--- config.mk ---
export PLATFORM = sky130hd
export DESIGN_NAME = if_fetch
export DESIGN_NICKNAME = d
export VERILOG_FILES = /design/src/rtl/if_fetch.sv
export SDC_FILE = /design/constraint.sdc
export NUM_CORES = 1
export LEC_CHECK = 0
export ABC_AREA = 1
export CELL_PAD_IN_SITES_DETAIL_PLACEMENT = 1
export CELL_PAD_IN_SITES_GLOBAL_PLACEMENT = 1
export CORE_MARGIN = 2
export CORE_UTILIZATION = 33
export DETAILED_ROUTE_END_ITERATION = 7
export GPL_TIMING_DRIVEN = 0
export PLACE_DENSITY = 0.74
export SETUP_SLACK_MARGIN = 0.1
export SYNTH_ARGS = -nofsm -noshare
export SYNTH_HDL_FRONTEND = slang
export SYNTH_SLANG_ARGS = --single-unit
--- constraint.sdc ---
create_clock -name clk -period 1.95 [get_ports clk]
set_clock_uncertainty 0.15 [all_clocks]
set_input_delay 0.585 -clock clk [delete_from_list [all_inputs] [get_ports clk]]
set_output_delay 0.585 -clock clk [all_outputs]
set_load 0.05 [all_outputs]
--- src/rtl/if_fetch.sv ---
// Instruction-fetch stage: owns the PC, runs one request at a time on an SRAM-like
// instruction bus, and registers the fetched slot into the IF/ID outputs.
module if_fetch #(
  parameter logic [31:0] RESET_PC  = 32'hBFC0_0000,
  parameter logic [31:0] ADEL_CODE = 32'h0000_0004
) (
  input  logic        clk,
  input  logic        rst,
  input  logic [5:0]  stall,
  input  logic        flush,
  input  logic [31:0] new_pc,
  input  logic        branch_flag_i,
  input  logic [31:0] branch_target_i,
  output logic        inst_req,
  output logic [31:0] inst_addr,
  input  logic        inst_addr_ok,
  input  logic        inst_data_ok,
  input  logic [31:0] inst_rdata,
  output logic [31:0] if_pc,
  output logic [31:0] if_inst,
  output logic        if_valid,
  output logic [31:0] if_excepttype,
  output logic        stallreq_from_if
);

  typedef enum logic [1:0] {IDLE, REQ, WAIT, DONE} state_t;

  state_t      state_q, state_d;
  logic [31:0] pc_q, pc_d;
  logic        cancel_q, cancel_d;
  logic        br_pend_q, br_pend_d;
  logic [31:0] br_tgt_q, br_tgt_d;
  logic [31:0] buf_q, buf_d;
  logic        req_q, req_d;
  logic [31:0] addr_q, addr_d;
  logic [31:0] if_pc_q, if_pc_d;
  logic [31:0] if_inst_q, if_inst_d;
  logic        if_valid_q, if_valid_d;
  logic [31:0] if_exc_q, if_exc_d;

  logic misaligned, slot_ready, br_take, advance;
  logic unused_stall;

  assign unused_stall = ^{stall[5:3], stall[0]};

  assign misaligned = (pc_q[1:0] != 2'b00);
  assign slot_ready = (state_q == DONE) || ((state_q == IDLE) && misaligned);
  assign br_take    = branch_flag_i && !stall[2];
  assign advance    = slot_ready && !stall[1] && !flush;

  always_comb begin
    state_d    = state_q;
    pc_d       = pc_q;
    cancel_d   = cancel_q;
    br_pend_d  = br_pend_q;
    br_tgt_d   = br_tgt_q;
    buf_d      = buf_q;
    req_d      = req_q;
    addr_d     = addr_q;
    if_pc_d    = if_pc_q;
    if_inst_d  = if_inst_q;
    if_valid_d = if_valid_q;
    if_exc_d   = if_exc_q;

    unique case (state_q)
      IDLE: begin
        if (!flush && !misaligned) begin
          req_d   = 1'b1;
          addr_d  = pc_q;
          state_d = REQ;
        end
      end
      REQ: begin
        if (inst_addr_ok) begin
          req_d   = 1'b0;
          state_d = WAIT;
        end
      end
      WAIT: begin
        // A response to a cancelled (or just-flushed) request is discarded.
        if (inst_data_ok) begin
          cancel_d = 1'b0;
          if (cancel_q || flush) begin
            state_d = IDLE;
          end else begin
            buf_d   = inst_rdata;
            state_d = DONE;
          end
        end
      end
      DONE: ;
      default: state_d = IDLE;
    endcase

    if (flush) begin
      pc_d       = new_pc;
      br_pend_d  = 1'b0;
      if_valid_d = 1'b0;
      if_inst_d  = 32'h0;
      if_exc_d   = 32'h0;
      if ((state_q == IDLE) || (state_q == DONE)) begin
        state_d = IDLE;
      end else if ((state_q == REQ) || !inst_data_ok) begin
        cancel_d = 1'b1;
      end
    end else if (advance) begin
      if_pc_d    = pc_q;
      if_inst_d  = (state_q == DONE) ? buf_q : 32'h0;
      if_valid_d = 1'b1;
      if_exc_d   = (state_q == DONE) ? 32'h0 : ADEL_CODE;
      pc_d       = br_take ? branch_target_i : (br_pend_q ? br_tgt_q : pc_q + 32'd4);
      br_pend_d  = 1'b0;
      state_d    = IDLE;
    end else begin
      // Branch seen while the delay slot is still in flight: remember it.
      if (br_take) begin
        br_pend_d = 1'b1;
        br_tgt_d  = branch_target_i;
      end
      if (!stall[1]) begin
        if_valid_d = 1'b0;
        if_inst_d  = 32'h0;
        if_exc_d   = 32'h0;
      end
    end
  end

  always_ff @(posedge clk or negedge rst) begin
    if (!rst) begin
      state_q    <= IDLE;
      pc_q       <= RESET_PC;
      cancel_q   <= 1'b0;
      br_pend_q  <= 1'b0;
      br_tgt_q   <= 32'h0;
      buf_q      <= 32'h0;
      req_q      <= 1'b0;
      addr_q     <= 32'h0;
      if_pc_q    <= 32'h0;
      if_inst_q  <= 32'h0;
      if_valid_q <= 1'b0;
      if_exc_q   <= 32'h0;
    end else begin
      state_q    <= state_d;
      pc_q       <= pc_d;
      cancel_q   <= cancel_d;
      br_pend_q  <= br_pend_d;
      br_tgt_q   <= br_tgt_d;
      buf_q      <= buf_d;
      req_q      <= req_d;
      addr_q     <= addr_d;
      if_pc_q    <= if_pc_d;
      if_inst_q  <= if_inst_d;
      if_valid_q <= if_valid_d;
      if_exc_q   <= if_exc_d;
    end
  end

  assign inst_req         = req_q;
  assign inst_addr        = addr_q;
  assign if_pc            = if_pc_q;
  assign if_inst          = if_inst_q;
  assign if_valid         = if_valid_q;
  assign if_excepttype    = if_exc_q;
  assign stallreq_from_if = rst && !slot_ready;

endmodule

==> metrics.yaml <==
run_status:
  status: "complete, but fails checks"
  violations: "negative hold slack, negative setup slack"
clock_network:
  h-tree-depth: 4
  hold_buffers: 1
  tritoncts: "done"
  clk_pin_slew_ps: 80
  clockBufferDepth: 2
  numCtsBuffers: 17
  cts_root_buf: "clkbuf_16"
  clk_latency_ps: 460
  cts.sinks: 199
sta:
  rsz0062_at_grt: "yes"
  holdWs_ps: -140
  final-max-slew-violation-count: 0
  setup-tns-final_ps: -27360
  tightest_slew_ps: 757
  fin_crit_ps: 2340
  post-route-period-util_pct: 120
  slew-limit-headroom_pct: 49.5
  hold_viol_final: 88
  setup_ws_ps: -393
  setup_viol: 134
  max_freq_mhz: 427
worst_setup_path:
  crit_path_start_kind: "flop"
  r2r_end: "pc_q[8]"
  cp.required_ps: 1210
  timing.rr.start: "state_q[1]"
  cp_max_fo: 4
  reg2reg_slack_ps: -380
  setup.worst_path.end_class: "output pin"
  rr_worst_depth: 13
  worstSetupPathType: "reg2out"
  critPathArrivalTime_ps: 1610
grt:
  grt_max_degree: 55
  gr-total-overflow: 0
  grt_pass1_vias: 9907
  grt_pass1_wl_um: 58000
  antenna_found_initial: 1
  globalRouteTotalUtil_pct: 24.7
floorplan:
  start_util_pct: 33.3
  io_pins: 239
  dieWidth_um: 177
  die_area_um2: 31200
  rows: 63
  die_y_um: 177
  core_um2: 29500
layout:
  final_common_cell: "nand2_1"
  nets: 1594
  syn_to_final_growth_pct: 42.6
  drive_gt1_share_pct: 25.7
  layout_common_cells: "327 x nand2_1, 188 x dfrtp_1, 115 x nand3_1"
  fin_util_pct: 47.5
pwr:
  p_int_mw: 9.39
  pwr-share-clk_pct: 21.3
  power.switching_mw: 7.48
  vdd_drop_max_v: 0.000572
  p_leak_nw: 7.09
  pwr-share-comb_pct: 41.6
  p_sw_share_pct: 44.3
  power_density_nw_per_um2: 1200
  p_seq_share_pct: 37.1
  p_total_mw: 16.9
yosys:
  yosysSeqAreaShare_pct: 50.8
  synth.distinct_cells: 39
  syn-cell-area_um2: 9830
  synthCells: 1180
  synth_seq_cells: 199
  yosys_warnings: 0
  syn-mean-instance-area_um2: 8.33
worst_hold_path:
  hp-class: "in2async"
routing:
  drtIter0Drc: 775
  first_pass_iters: 5
  dr_total_vias: 9492
  wl_per_cell_um: 20.6
  routed_via_density: 5.04
  antenna_left: 0
  wl_um: 38800
  drcViolationCount: 0
placement:
  place.gp.congestion: 0.883
  port_buffers: 202
  hpwl_um: 25700
  dp_slack_ps: -1640
run:
  maxCapViolCount: 0
[cell type report]
class | count | area, um^2
antenna | 2 | 5.00
buffer | 90 | 783
clock buffer | 17 | 425
clock inverter | 14 | 159
fill | 3508 | 15500
inverter | 110 | 438
multi-input combinational | 811 | 4340
sequential | 199 | 4990
tap | 390 | 488
timing repair buffer | 250 | 2370
timing repair inverter | 1 | 8.76
[synth_stat cells]
| library cell | number | share of area (%) |
|---|---|---|
| dfrtp_1 | 190 | 48 |
| a31oi_1 | 2 | 0.13 |
| a21o_1 | 1 | 0.076 |
| o311ai_0 | 1 | 0.089 |
| o21a_1 | 1 | 0.076 |
| nand2_2 | 3 | 0.19 |
| mux2_4 | 26 | 4.0 |
| mux2_2 | 5 | 0.57 |
| nor2_4 | 2 | 0.23 |
| buf_2 | 27 | 1.4 |
| conb_1 | 1 | 0.038 |
| nand2_1 | 338 | 13 |
| buf_6 | 6 | 0.69 |
| and2_1 | 2 | 0.13 |
| a21oi_1 | 27 | 1.4 |
| nand3_1 | 117 | 6.0 |
| buf_4 | 34 | 2.6 |
| o211ai_1 | 9 | 0.69 |
| nor2_8 | 1 | 0.20 |
| inv_1 | 105 | 4.0 |
| o21ai_0 | 123 | 6.3 |
| clkbuf_1 | 17 | 0.65 |
| o31ai_1 | 1 | 0.076 |
| o21ai_2 | 2 | 0.18 |
| or2_2 | 3 | 0.19 |
| nand2_4 | 2 | 0.23 |
| clkbuf_2 | 2 | 0.10 |
| o21ai_1 | 22 | 1.1 |
| buf_1 | 5 | 0.19 |
| dfstp_2 | 9 | 2.4 |
| nand3_4 | 1 | 0.18 |
| xor2_1 | 7 | 0.62 |
| ha_1 | 6 | 0.76 |
| inv_2 | 4 | 0.15 |
| o221ai_1 | 2 | 0.18 |
| nor2_2 | 3 | 0.19 |
| nor3_1 | 1 | 0.051 |
| inv_4 | 1 | 0.064 |
| nor2_1 | 71 | 2.7 |
[cell families after synthesis]
family                   share of synthesized area, %
buffers and inverters                            9.83
flip-flops                                       50.8
adder cells (fa/ha/maj)                         0.764
XOR/XNOR                                        0.624
AND/OR/NAND/NOR                                  23.2
AO/OA/AOI/OAI                                    10.2
multiplexers                                     4.54
other                                          0.0382
[through the flow]
stage                     area [um^2]  cells
after global placement          12500   1802
final                           14000   1884
after CTS                       13800   1876
after floorplan                  9970   1210
after detailed placement        12500   1803
after global routing            14000   1882
[power groups by stage]
stage               sequential, mW  clock [mW]  combinational, mW
finish                        6.26        3.59               7.02
global route                  6.40        3.78               7.47
CTS                           6.21        3.62               6.79
detailed placement            6.29           0               6.70
global placement              6.26           0               6.57
floorplan                     8.32           0               2.11
[sequential cells by signal (all words and copies together) (netlist names)]
name	flops
br_tgt_q	32
buf_q	32
if_inst	32
if_pc	32
inst_addr	32
pc_q	32
state_q	2
br_pend_q	1
cancel_q	1
if_excepttype	1
if_valid	1
inst_req	1
[worst max path at each step]
stage | startpoint | endpoint | slack (ps)
6_report | state_q[1] | stallreq_from_if | -390
3_3_place_gp | rst | stallreq_from_if | -8440
3_5_place_dp | rst | stallreq_from_if | -1640
2_1_floorplan | state_q[1] | stallreq_from_if | 90
5_1_grt | state_q[1] | stallreq_from_if | -450
4_1_cts | state_q[1] | stallreq_from_if | -400
[per-layer routing]
metal  share of wire [%]  GRT usage, %  vias up
met1                  42          31.3     4692
met5               0.034             0        -
met3                 6.2          5.19       97
met2                  48          40.7      370
li1                    -             -     4331
met4                 4.2          10.6        2
[repair_timing]
action,in CTS,in global routing
setup endpoints to repair,297,213
buffers inserted,27,6
endpoints found under the hold margin,57,86
gates resized for setup,689,63
cloned,14,1
pin swaps,13,14
[worst max-delay path: stages, from the launching register on]
cell,delay [ps]
dfrtp_2,470
inv_2,110
ha_4,160
inv_4,50
o21ai_4,160
nor2_4,60
buf_8,150
Note: power is estimated with default switching activity, not from simulation.
